`src/rtl/tlk2711_tx_cmd_mq.sv`:
```
// tlk2711_tx_cmd_mq: descriptor-queued TX frame sequencer issuing DataMover read commands per packet
module tlk2711_tx_cmd_mq #(
  parameter int NUM_CH = 4,
  parameter int QDEPTH = 8,
  parameter int PKT_BYTES = 2048,
  localparam int CH_W = (NUM_CH > 1) ? $clog2(NUM_CH) : 1,
  localparam int LVL_W = $clog2(QDEPTH) + 1,
  localparam int TAIL_W = $clog2(PKT_BYTES)
) (
  input  logic              i_clk,
  input  logic              i_soft_rst,
  input  logic [31:0]       i_reg_wdata,
  input  logic [11:0]       i_reg_waddr,
  input  logic              i_reg_wen,
  input  logic              i_reg_ren,
  input  logic [11:0]       i_reg_raddr,
  output logic [31:0]       o_reg_rdata,
  output logic              o_reg_valid,
  output logic [2:0]        o_mode,
  output logic              o_mode_set,
  output logic              o_mode_rst,
  input  logic [2:0]        i_mode,
  input  logic              i_dma_rdcmd_ready,
  output logic [71:0]       o_dma_rdcmd_data,
  output logic              o_dma_rdcmd_valid,
  output logic [31:0]       o_packet_body,
  output logic [TAIL_W-1:0] o_packet_tail,
  output logic [CH_W-1:0]   o_send_ch,
  output logic              o_send_start,
  input  logic              i_tx_done,
  output logic              o_busy
);
  localparam int PW = $clog2(QDEPTH);
  localparam logic [22:0] PKT = 23'(PKT_BYTES);
  typedef enum logic [2:0] {IDLE, LOAD, START, CMD, WAIT_DONE} state_t;
  state_t state;
  logic [31:0] q_addr [QDEPTH];
  logic [22:0] q_len [QDEPTH];
  logic [CH_W-1:0] q_ch [QDEPTH];
  logic [PW-1:0] wr_ptr, rd_ptr;
  logic [LVL_W-1:0] level;
  logic [31:0] desc_addr, cur_addr, frame_cnt, status, rd_mux;
  logic [22:0] desc_len, rem, btt;
  logic ovf, bad_len, bad_ch, done_pend, eof;
  logic wr_ctrl, push, full, empty, len_bad, ch_bad, do_push, do_pop, flush, clr;
  assign wr_ctrl = i_reg_wen && i_reg_waddr == 12'h000;
  assign push = i_reg_wen && i_reg_waddr == 12'h00c;
  assign full = level == LVL_W'(QDEPTH);
  assign empty = level == '0;
  assign len_bad = desc_len == '0;
  assign ch_bad = 32'(i_reg_wdata[3:0]) >= NUM_CH;
  assign do_push = push && !len_bad && !ch_bad && !full;
  assign do_pop = state == LOAD && !empty;
  assign flush = wr_ctrl && i_reg_wdata[16];
  assign clr = wr_ctrl && i_reg_wdata[17];
  assign btt = rem > PKT ? PKT : rem;
  assign eof = rem <= PKT;
  assign o_busy = state != IDLE;
  // Command fields are derived from the live frame counters; gating keeps the bus quiet when idle.
  assign o_dma_rdcmd_data = o_dma_rdcmd_valid ?
    {4'd0, 4'(o_send_ch), cur_addr, 1'b0, eof, 6'd0, 1'b1, btt} : '0;
  always_comb begin
    status = '0;
    status[2:0] = i_mode;
    status[8] = o_busy;
    status[9] = full;
    status[10] = empty;
    status[16 +: LVL_W] = level;
    status[24] = ovf;
    status[25] = bad_len;
    status[26] = bad_ch;
    rd_mux = i_reg_raddr == 12'h004 ? desc_addr :
             i_reg_raddr == 12'h008 ? {9'd0, desc_len} :
             i_reg_raddr == 12'h010 ? status :
             i_reg_raddr == 12'h014 ? frame_cnt : '0;
  end
  always_ff @(posedge i_clk)
    if (do_push) begin
      q_addr[wr_ptr] <= desc_addr;
      q_len[wr_ptr] <= desc_len;
      q_ch[wr_ptr] <= i_reg_wdata[CH_W-1:0];
    end
  always_ff @(posedge i_clk) begin
    if (i_soft_rst) begin
      state <= IDLE;
      o_reg_rdata <= '0;
      o_reg_valid <= 1'b0;
      o_mode <= '0;
      o_mode_set <= 1'b0;
      o_mode_rst <= 1'b0;
      o_dma_rdcmd_valid <= 1'b0;
      o_packet_body <= '0;
      o_packet_tail <= '0;
      o_send_ch <= '0;
      o_send_start <= 1'b0;
      wr_ptr <= '0;
      rd_ptr <= '0;
      level <= '0;
      desc_addr <= '0;
      desc_len <= '0;
      cur_addr <= '0;
      rem <= '0;
      frame_cnt <= '0;
      ovf <= 1'b0;
      bad_len <= 1'b0;
      bad_ch <= 1'b0;
      done_pend <= 1'b0;
    end else begin
      o_reg_valid <= i_reg_ren;
      o_reg_rdata <= i_reg_ren ? rd_mux : '0;
      o_mode <= wr_ctrl ? i_reg_wdata[2:0] : o_mode;
      o_mode_set <= wr_ctrl && i_reg_wdata[8];
      o_mode_rst <= wr_ctrl && i_reg_wdata[9];
      if (i_reg_wen && i_reg_waddr == 12'h004) desc_addr <= i_reg_wdata;
      if (i_reg_wen && i_reg_waddr == 12'h008) desc_len <= i_reg_wdata[22:0];
      ovf <= clr ? 1'b0 : ovf | (push && full);
      bad_len <= clr ? 1'b0 : bad_len | (push && len_bad);
      bad_ch <= clr ? 1'b0 : bad_ch | (push && ch_bad);
      wr_ptr <= wr_ptr + PW'(do_push);
      rd_ptr <= flush ? wr_ptr : rd_ptr + PW'(do_pop);
      level <= flush ? '0 : level + LVL_W'(do_push) - LVL_W'(do_pop);
      if (state == CMD && i_tx_done) done_pend <= 1'b1;
      case (state)
        IDLE: if (!empty) state <= LOAD;
        LOAD:
          if (empty) state <= IDLE;
          else begin
            o_packet_body <= 32'(q_len[rd_ptr] >> TAIL_W);
            o_packet_tail <= q_len[rd_ptr][TAIL_W-1:0];
            o_send_ch <= q_ch[rd_ptr];
            cur_addr <= q_addr[rd_ptr];
            rem <= q_len[rd_ptr];
            o_send_start <= 1'b1;
            state <= START;
          end
        START: begin
          o_send_start <= 1'b0;
          o_dma_rdcmd_valid <= 1'b1;
          state <= CMD;
        end
        CMD:
          if (i_dma_rdcmd_ready) begin
            cur_addr <= cur_addr + 32'(btt);
            rem <= rem - btt;
            if (eof) begin
              o_dma_rdcmd_valid <= 1'b0;
              state <= WAIT_DONE;
            end
          end
        WAIT_DONE:
          if (done_pend || i_tx_done) begin
            frame_cnt <= frame_cnt + 32'd1;
            done_pend <= 1'b0;
            state <= IDLE;
          end
        default: state <= IDLE;
      endcase
    end
  end
endmodule
```
`config.mk`:
```
export PLATFORM = sky130hd
export DESIGN_NAME = tlk2711_tx_cmd_mq
export DESIGN_NICKNAME = d
export VERILOG_FILES = /design/src/rtl/tlk2711_tx_cmd_mq.sv
export SDC_FILE = /design/constraint.sdc
export NUM_CORES = 1
export LEC_CHECK = 0
export ABC_AREA = 1
export CAP_MARGIN = 10
export CORE_MARGIN = 10
export CORE_UTILIZATION = 30
export DETAILED_ROUTE_END_ITERATION = 16
export PLACE_DENSITY = 0.58
export SYNTH_ARGS = -nofsm -noshare
export SYNTH_HDL_FRONTEND = slang
export SYNTH_SLANG_ARGS = --single-unit
```
`constraint.sdc`:
```
create_clock -name i_clk -period 8.9 [get_ports i_clk]
set_input_delay 0.89 -clock i_clk [delete_from_list [all_inputs] [get_ports i_clk]]
set_output_delay 0.89 -clock i_clk [all_outputs]
set_load 0.1 [all_outputs]
```
Word level (Yosys, flattened, before mapping)
Memory sizes are Yosys's and may differ from the RTL's. A register that Yosys moved wholly into a read port is not among the register bits.
Cells that the tools add are included.

operators by class
  bitwise gates (word level) = 5
  muxes and demuxes = 31
  equality and inequality tests = 17
  $add $sub $neg = 7
  $lt $le $gt $ge = 3
  reductions and logical operators = 38

operator list
  kind                                                                                 count
  32-bit two-way mux                                                                   6
  23-bit two-way mux                                                                   3
  66-bit two-way mux                                                                   1
  32-bit one-hot mux with 2 select lines                                               1
  23-bit one-hot mux with 2 select lines                                               1
  12-bit by 4-bit == test with 1-bit output (second input constant)                    3
  32-bit by 1-bit adder with 32-bit output (second input constant)                     1
  32-bit by 23-bit adder with 32-bit output                                            1
  12-bit by 3-bit == test with 1-bit output (second input constant)                    2
  12-bit by 5-bit == test with 1-bit output (second input constant)                    2
  23-bit by 12-bit greater-than comparator with 1-bit output (second input constant)   1
  23-bit by 12-bit less-or-equal comparator with 1-bit output (second input constant)  1
  23-bit zero test                                                                     1
  23-bit subtractor                                                                    1
  3-bit two-way mux                                                                    7
  1-bit logical AND                                                                    16
  3-bit one-hot mux with 5 select lines                                                1
  12-bit zero test                                                                     1
  2-bit != test (second input constant)                                                5
  1-bit two-way mux                                                                    8
  3-bit by 1-bit adder with 3-bit output                                               2
  3-bit by 2-bit == test with 1-bit output (second input constant)                     2
  2-bit AND reduction                                                                  3
  3-bit AND reduction                                                                  2
  18 further kinds                                                                     29

word-level totals
  register bits = 222
  input bits = 65
  memories = 3
  memory bits (writable) = 456

memory list
  name    depth  bits a word  rd ports  clocked after memory_dff  wr ports  line  RTL
  q_addr  8      32           1         1                         1         37    logic [31:0] q_addr [QDEPTH];
  q_len   8      23           1         1                         1         38    logic [22:0] q_len [QDEPTH];
  q_ch    8      2            1         1                         1         39    logic [CH_W-1:0] q_ch [QDEPTH];

Logic depth before layout (Yosys ltp)
Gate-level depths: netlist (run 1).

  word-level depth = 7
  depth in mapped cells = 22
  depth with buffers taken out = 20

Worst setup path after synthesis (run 1)
Ideal clock, no wire load.

  path kind = input to register
  from = input port i_reg_waddr[5]
  to = memory q_addr[2][0] (enable)
  data arrival time = 5838 ps
  required time = 8358 ps
  stages = 7
  slack = 2519 ps
  library setup time = 542 ps
  cell sequence = nor4_1 and2_0 nand3_1 inv_1 nand3_1 or2_2 nor3_1

on the way
  word-level cells in the longest chain between the ends = 7

ends and longest elaborated chain
  item                                       line  RTL
  start: declaration                         13    input logic [11:0] i_reg_waddr,
  12-bit by 4-bit == test with 1-bit output  47    assign push = i_reg_wen && i_reg_waddr == 12'h00c;
  1-bit logical AND                          47
  1-bit logical AND (3 in series)            52    assign do_push = push && !len_bad && !ch_bad && !full;
  1-bit two-way mux                          78    if (do_push) begin
  1-bit two-way mux (not written as such)    79    q_addr[wr_ptr] <= desc_addr;
  end: declaration                           37

No other way between the ends.

Final worst setup path (run 1)
  from = register rem[14]
  to = output port o_dma_rdcmd_data[7]

on the way
  word-level cells in the longest chain between the ends = 3

ends and longest elaborated chain
  item                                                        line  RTL
  start: declaration                                          43    logic [22:0] desc_len, rem, btt;
  start signal: assignment                                    132   rem <= q_len[rd_ptr];
  start signal: assignment                                    144   rem <= rem - btt;
  23-bit by 12-bit greater-than comparator with 1-bit output  56    assign btt = rem > PKT ? PKT : rem;
  23-bit two-way mux                                          56
  66-bit two-way mux                                          60    assign o_dma_rdcmd_data = o_dma_rdcmd_valid ?
  end: declaration                                            24    output logic [71:0] o_dma_rdcmd_data,

No other way between the ends.

==> results.cfg, run 1 <==
[yosys]
ys_seq_area_share_pct = 61.8
async_reset_ff_share_pct = 0
yosys.area.top_type = edfxtp_1
synth.ff_latch_count = 680
yosysTopAreaCellShare_pct = 46.5
synth_cell_types = 57
synth_edf_count = 456
synth_flop_cell = edfxtp_1
yosys-top-cells-area = edfxtp_1 47%, dfxtp_1 15%, o21ai_0 6.8%
syn_area_um2 = 29400
syn_area_per_cell_um2 = 10.0
syn_inst = 2931
ys.warnings.count = 0

[detailed_routing]
vias = 22500
wl_um = 91500
drc = 0
wire_per_inst_um = 20.8
ant_nets = 0
dr.first_iter.drc_count = 2137
viasPerCell = 5.12
dr.pass1.iters = 6

[clock_network]
h-tree-depth = 3
clockBufferDepth = 3
clk_latency_ps = 630
post_cts_buffers = 0
cts_hold_buf = 0
cts_root_buffer = clkbuf_16
ctsResizeCount = 0
clkTransAtPathRegs_ps = 60
cts_tree = done
clock_sinks = 680
cts_inserted_buffers = 73

[grt]
grt_util_all_layers_pct = 15.8
overflow = 0
grt_pass1_wl_um = 135000
grt_pass1_vias = 21000
antenna_found_initial = 5
grt_max_degree = 167

[sta]
worst_pin_slew_ps = 1190
fin_worst_skew_ps = 27.9
max_clock_freq_mhz = 206
finalCritPeriodShare_pct = 54.6
rsz0062_at_grt = no
tns_ps = 0
drv_slew = 0
fin_crit_ps = 4860
hold_viol = 0
slew_headroom_pct = 19.9
setup_violations = 0

[finish]
num-fill-cells = 9653
final_common_cell = edfxtp_1
area_growth_pct = 18.0
fin_area_um2 = 34700
drive_gt1_share_pct = 6.32
finalNetCount = 3162
final_cell_mix = 456 x edfxtp_1, 399 x o21ai_0, 395 x nor2_1

[worst_setup_path]
rr_worst_depth = 18
critical_path_class = flop to output pin
cp.required_ps = 8010
start_kind = flop
crit_arrival_ps = 3970
cp-end-kind = output pin
crit_path_max_fanout = 21

[outcome]
status = finished clean

[floorplan]
row_count = 114
core_area_um2 = 97000
ios = 223
dieArea_um2 = 111000
die_h_um = 333
fp.dieW_um = 333
initial_utilization_pct = 30.3

[power_and_ir_drop]
netSwitchingPower_mw = 3.12
p_leak_nw = 12.7
clkPwrFrac_pct = 34.0
p_int_mw = 5.82
power.density_nw_per_um2 = 257
comb_power_share_pct = 25.6
total_power_mw = 8.94
swShare_pct = 34.9
peakVddDrop_mv = 0.197
p_seq_share_pct = 40.4

[placement]
post-dp-hpwl_um = 59200
io_buffers = 178
gp_congestion = 0.876
placed_cell_area_um2 = 32300

[min_path]
hold_depth = 2
hp-class = flop to flop

[flow_run]
drv_cap = 0
-- power by group through the flow --
stage | logic [mW] | clock network, mW | registers [mW]
4_1_cts | 2.26 | 3.09 | 3.61
5_1_grt | 2.50 | 3.22 | 3.63
3_3_place_gp | 2.25 | 0 | 3.67
2_1_floorplan | 1.45 | 0 | 3.82
6_report | 2.29 | 3.04 | 3.61
3_5_place_dp | 2.26 | 0 | 3.68
-- critical path, cell delays in order (launching register included) --
cell and delay (ps):
dfxtp_1 350, nor2_1 260, nand2_2 120, nor2_1 100, nand2_1 80, inv_1 80, nand2_1 430, nor2_1 300
inv_1 290, nor2_1 190, clkdlybuf4s50_1 1160
-- sequential cells by signal, indices dropped and copies added, names as in the netlist, 4 cells and up --
signal / cells
desc_len: 23
level: 4
frame_cnt: 32
cur_addr: 32
o_packet_tail: 11
desc_addr: 32
q_addr: 256
o_packet_body: 12
rem: 23
o_reg_rdata: 32
q_ch: 16
q_len: 184
-- worst paths after layout --
check	start	slack, ps	endpoint
setup / recovery	rem[14]	4040	o_dma_rdcmd_data[7]
hold / removal	o_packet_tail[3]	460	o_packet_tail[3]
setup reg to reg	rem[14]	4840	cur_addr[22]
hold reg to reg	o_packet_tail[3]	460	o_packet_tail[3]
-- metal layers --
metal / GRT usage (%) / wire (um) / part of all wire [%]
met5: 0 / 40 / 0.044
met4: 4.24 / 2150 / 2.3
met3: 4.18 / 8780 / 9.6
met2: 24.0 / 40000 / 44
met1: 22.0 / 40500 / 44
-- synth_stat cells (all sizes together), types with 16 or more instances --
cell,instances
clkbuf,126
a31oi,37
xor2,19
o221ai,82
nor3,51
nand2,315
nand3,86
o21ai,403
ha,34
buf,77
o22ai,38
nor2,404
o211ai,16
a21oi,182
dfxtp,224
inv,238
edfxtp,456
nand4,26
a211oi,35
-- cells by family (layout without fill, tap and decap cells) --
logic type / after synthesis / count (layout) / synth area share (%)
and+or+nand+nor: 916 / 916 / 13.3
xor gates and xnor gates: 29 / 29 / 0.863
DFF: 680 / 680 / 61.8
AOI/OAI and AO/OA: 822 / 822 / 16.1
muxes: 1 / 1 / 0.0340
buffers and inverters: 445 / 580 / 6.34
adders and majority gates: 36 / 36 / 1.58
other: 2 / 56 / 0.0255
-- through the flow --
step / cells / utilization, % / hold WS, ps / worst slack (ps)
finish: 4396 / 35.8 / 465 / 4040
global route: 4395 / 35.8 / 487 / 3720
CTS: 4395 / 35.8 / 466 / 3990
detailed placement: 4262 / 33.3 / 458 / 4650
floorplan: 2984 / - / 431 / 2520
global placement: 4262 / 33.3 / 455 / 4750
-- layout make-up --
cell class                 instances  area (um^2)  share of cell area (%)
sequential                       680        18200                    52.4
multi-input combinational       1859         9650                    27.8
clock buffer                      98         2010                    5.80
timing repair buffer             205         1990                    5.74
tap                             1276         1600                    4.60
inverter                         242          915                    2.63
clock inverter                    35          365                    1.05
antenna                            1         2.50                 0.00721
(Power assumes the default switching activity.)
==> run 2: changes to the inputs <==
==> constraint.sdc (replaced) <==
create_clock -name i_clk -period 5 [get_ports i_clk]
set_input_delay 0.5 -clock i_clk [delete_from_list [all_inputs] [get_ports i_clk]]
set_output_delay 0.5 -clock i_clk [all_outputs]
set_load 0.1 [all_outputs]
==> run 2 against run 1 <==
  * Total power is 76% higher
  * Clock skew decreased by 3.5 ps
  * Worst hold slack worse by 150 ps
  * Setup slack lost 3100 ps
  * Global-route usage rose by 0.11 points
  * Die area unchanged
  * Clock-buffer cell count increased by 9
  * Non-clock buffer count is 6 higher
  * Sequential share of layout area is 0.072 points lower
  * Register-to-register slack lost 3700 ps
  * First-iteration DRC count is 1.7% lower
  * Critical path type unchanged
==> results.cfg, run 2 (synthesized netlist as in run 1, its figures left out) <==
[clock_network]
cts_tree = done
cts_inserted_buffers = 73
cts_root_buffer = clkbuf_16
post_cts_buffers = 0
clkTransAtPathRegs_ps = 60
cts_hold_buf = 0
h-tree-depth = 3
ctsResizeCount = 0
clock_sinks = 680
clockBufferDepth = 3
clk_latency_ps = 630

[grt]
grt_max_degree = 130
grt_util_all_layers_pct = 15.9
overflow = 0
grt_pass1_vias = 21200
grt_pass1_wl_um = 137000
antenna_found_initial = 6

[worst_setup_path]
path_cells = nor2_1 > nand2_2 > nor2_1 > nand2_1 > inv_1 > nand2_1 > nor2_1 > clkdlybuf4s50_1
critPathMostFrequentCell = nor2_1
crit_path_max_fanout = 21
start_kind = flop
crit_arrival_ps = 3530
slowest_stage = clkdlybuf4s50_1
critical_path_class = flop to output pin
reg2reg_slack_ps = 1160
cpPeakStageDelay_ps = 1230
cp-startpoint = rem[14]
cp.required_ps = 4500
cp-end-kind = output pin
reg2reg_from = rem[14]

[min_path]
hp-class = primary input to flop
min_from = i_soft_rst

[power_and_ir_drop]
clkPwrFrac_pct = 33.3
peakVddDrop_mv = 0.296
netSwitchingPower_mw = 5.50
p_int_mw = 10.2
power.density_nw_per_um2 = 452
p_seq_share_pct = 41.0
p_leak_nw = 12.7
comb_power_share_pct = 25.7
swShare_pct = 35.0

[floorplan]
die_h_um = 333
row_count = 114
fp.dieW_um = 333
initial_utilization_pct = 30.3
core_area_um2 = 97000
dieArea_um2 = 111000
ios = 223

[detailed_routing]
wl_um = 92200
drc = 0
ant_nets = 0
dr.pass1.iters = 8
viasPerCell = 5.10
dr.first_iter.drc_count = 2101
wire_per_inst_um = 21.0
vias = 22400

[sta]
fin_crit_ps = 4030
worst_pin_slew_ps = 1180
max_clock_freq_mhz = 248
hold_viol = 0
rsz0062_at_grt = no
setup_violations = 0
tns_ps = 0
drv_slew = 0
finalCritPeriodShare_pct = 80.6
slew_headroom_pct = 20.6
fin_worst_skew_ps = 24.4

[placement]
post-dp-hpwl_um = 60700
placed_cell_area_um2 = 32500
dp_cells = 4268
gp_congestion = 0.862
io_buffers = 178

[finish]
drive_gt1_share_pct = 6.60
num-fill-cells = 9744
multi_input_area_um2 = 9670
final_cell_mix = 456 x edfxtp_1, 399 x o21ai_0, 395 x nor2_1
finalNetCount = 3168
fin_area_um2 = 34800
largestRegisters = q_addr (256), q_len (184)
largest_reg_flops = 256
area_growth_pct = 18.1
seq_area_um2 = 18200
largest_register = q_addr
final_common_cell = edfxtp_1
fin_cells = 4398

[flow_run]
drv_cap = 0

[outcome]
status = finished clean
run 2: metal layers:
layer / vias up / track usage, % / wire [um]
li1: 10600 / - / -
met5: - / 0 / 18
met1: 10900 / 22.7 / 42400
met3: 117 / 2.91 / 7200
met4: 2 / 3.91 / 1890
met2: 810 / 24.7 / 40700
run 2: final timing paths:
| check | endpoint | cells past startpoint |
|---|---|---|
| hold reg to reg | o_packet_tail[0] | 2 |
| hold / removal | o_send_start | 2 |
| setup / recovery | o_dma_rdcmd_data[30] | 8 |
| setup reg to reg | cur_addr[22] | 18 |
run 2: layout make-up:
type	instances	share of cell area (%)
antenna	1	0.00720
clock buffer	107	5.95
clock inverter	22	0.637
inverter	242	2.63
multi-input combinational	1859	27.8
sequential	680	52.3
tap	1276	4.59
timing repair buffer	211	6.08
run 2: power by group through the flow:
| stage | combinational (mW) | clock (mW) | sequential, mW |
|---|---|---|---|
| after floorplan | 2.59 | 0 | 6.80 |
| final | 4.03 | 5.23 | 6.44 |
| after global placement | 3.99 | 0 | 6.55 |
| after CTS | 4.02 | 5.32 | 6.43 |
| after global routing | 4.42 | 5.55 | 6.47 |
| after detailed placement | 4.00 | 0 | 6.55 |
run 2: critical path: cells and delay by family, from the launching register on:
kind,cells,cell delay [ps]
buffers and inverters,2,1310
AND/OR/NAND/NOR,6,1260
flip-flops,1,350
run 2: through the flow:
stage,utilization [%],setup slack (ps),hold WS [ps],power (mW)
2_1_floorplan,-,-990,431,9.39
3_3_place_gp,33.5,1220,452,10.5
3_5_place_dp,33.5,1190,455,10.6
4_1_cts,35.8,962,285,15.8
5_1_grt,35.8,623,324,16.4
6_report,35.8,969,317,15.7
==> run 3: changes to the inputs <==
==> constraint.sdc (replaced) <==
create_clock -name i_clk -period 4.09 [get_ports i_clk]
set_input_delay 0.409 -clock i_clk [delete_from_list [all_inputs] [get_ports i_clk]]
set_output_delay 0.409 -clock i_clk [all_outputs]
set_load 0.1 [all_outputs]
==> run 3 against run 2 <==
  * Non-clock buffer count rose by 33
  * Clock skew decreased by 0.84 ps
  * Sequential power is 22% higher
  * Critical path depth increased by 12
  * Clock-buffer cell count is 14 lower
  * Critical path type is now flop to flop
==> results.cfg, run 3 (synthesized netlist as in run 1, its figures left out) <==
[outcome]
status = finished clean

[sta]
tns_ps = 0
drv_slew = 0
rsz0062_at_grt = no
fin_worst_skew_ps = 23.5
worst_pin_slew_ps = 1090
hold_viol = 0
slew_headroom_pct = 27.2
max_clock_freq_mhz = 284
fin_crit_ps = 3520
finalCritPeriodShare_pct = 86.0
setup_violations = 0

[finish]
finalNetCount = 3200
largestRegisters = q_addr (256), q_len (184)
largest_register = q_addr
finish.utilization_pct = 36.2
area_growth_pct = 19.2
drive_gt1_share_pct = 9.32
final_common_cell = edfxtp_1
largest_reg_flops = 256
final_cell_mix = 456 x edfxtp_1, 399 x o21ai_0, 384 x nor2_1
num-fill-cells = 9649

[worst_setup_path]
rr_worst_depth = 20
cp-end-kind = flop
crit_arrival_ps = 4000
start_kind = flop
cp.required_ps = 4570
critical_path_class = flop to flop
cp.buffers_inverters = 2
path_cells = nor2_1 > nand2_2 > nor2_1 > nand2_1 > inv_1 > nand2_1 > nor2_1 > ha_1 > inv_1 > fa_1 > o21ai_1 > a21boi_0 > o21ai_0 > nand2_1 > nand2_1 > nand2_1 > nand3_1 > nand2_1 > nand3_1 > a21oi_1
crit_cells = 20
crit_path_max_fanout = 13
slowest_stage = fa_1
cpPeakStageDelay_ps = 410
crit_family = simple AND/OR/NAND/NOR gates
critPathMostFrequentCell = nand2_1

[detailed_routing]
vias = 22300
wl_um = 91600
ant_nets = 0
wire_per_inst_um = 20.7
viasPerCell = 5.04
dr.pass1.iters = 5
dr.first_iter.drc_count = 1989
drc = 0

[floorplan]
row_count = 114
core_area_um2 = 97000
dieArea_um2 = 111000
die_h_um = 333
initial_utilization_pct = 30.3
ios = 223
fp.dieW_um = 333

[power_and_ir_drop]
power.density_nw_per_um2 = 556
total_power_mw = 19.5
swShare_pct = 34.6
clkPwrFrac_pct = 33.9
comb_power_share_pct = 25.9
peakVddDrop_mv = 0.442
p_seq_share_pct = 40.2
p_int_mw = 12.7
netSwitchingPower_mw = 6.75
p_leak_nw = 13.2

[clock_network]
cts_inserted_buffers = 72
h-tree-depth = 3
clock_sinks = 680
cts_tree = done
ctsResizeCount = 0
cts_root_buffer = clkbuf_16
cts_hold_buf = 0
clk_latency_ps = 620
post_cts_buffers = 0
clockBufferDepth = 3
clkTransAtPathRegs_ps = 60

[placement]
io_buffers = 178
post-dp-hpwl_um = 60700
gp_congestion = 0.847

[grt]
overflow = 0
grt_max_degree = 193
grt_pass1_wl_um = 136000
grt_pass1_vias = 21400
grt_util_all_layers_pct = 15.8
antenna_found_initial = 2

[min_path]
hold_depth = 2
hp-class = primary input to flop

[flow_run]
drv_cap = 0
-- run 3: cell count changes in the layout (fill, tap and decap cells not counted), sizes merged --
cell | before | now
diode | 1 | 3
bufinv | 2 | 7
inv | 238 | 241
clkinv | 20 | 28
buf | 45 | 116
clkinvlp | 4 | 3
clkbuf | 107 | 93
clkdlybuf4s50 | 166 | 128
-- run 3: worst paths after layout --
| check | startpoint | endpoint | slack [ps] |
|---|---|---|---|
| worst max-delay path | rem[14] | cur_addr[26] | 570 |
| worst min-delay path | i_soft_rst | o_packet_tail[1] | 170 |
| worst max register to register | rem[14] | cur_addr[26] | 570 |
| worst min register to register | ovf | ovf | 460 |
-- run 3: metal layers --
metal	global-route usage [%]	wire (um)	vias to the layer above
met3	4.38	7830	124
met1	21.8	41500	10800
met4	3.58	1740	2
li1	-	-	10600
met5	0	13	-
met2	24.5	40500	779
-- run 3: power groups by stage --
stage          combinational (mW)  clock, mW  sequential, mW
6_report                     5.05       6.61            7.84
5_1_grt                      5.54       7.02            7.88
4_1_cts                      5.02       6.71            7.84
3_5_place_dp                 4.99          0            7.98
3_3_place_gp                 4.98          0            7.98
2_1_floorplan                3.17          0            8.32
-- run 3: final cells by class --
| cell class | count | area (um^2) | share of cell area [%] |
|---|---|---|---|
| antenna | 3 | 7.51 | 0.0214 |
| inverter | 242 | 915 | 2.61 |
| multi-input combinational | 1859 | 9690 | 27.6 |
| clock inverter | 37 | 420 | 1.20 |
| timing repair buffer | 244 | 2300 | 6.56 |
| sequential | 680 | 18200 | 51.9 |
| tap | 1276 | 1600 | 4.55 |
| clock buffer | 93 | 1950 | 5.57 |
-- run 3: metrics by stage --
step	hold slack [ps]	instances	setup slack, ps	instance area, um^2
after floorplan	431	2984	-1660	29700
after global placement	447	4301	613	32700
after detailed placement	451	4301	625	32700
after CTS	138	4431	605	35100
after global routing	150	4432	192	35100
final	173	4434	572	35100
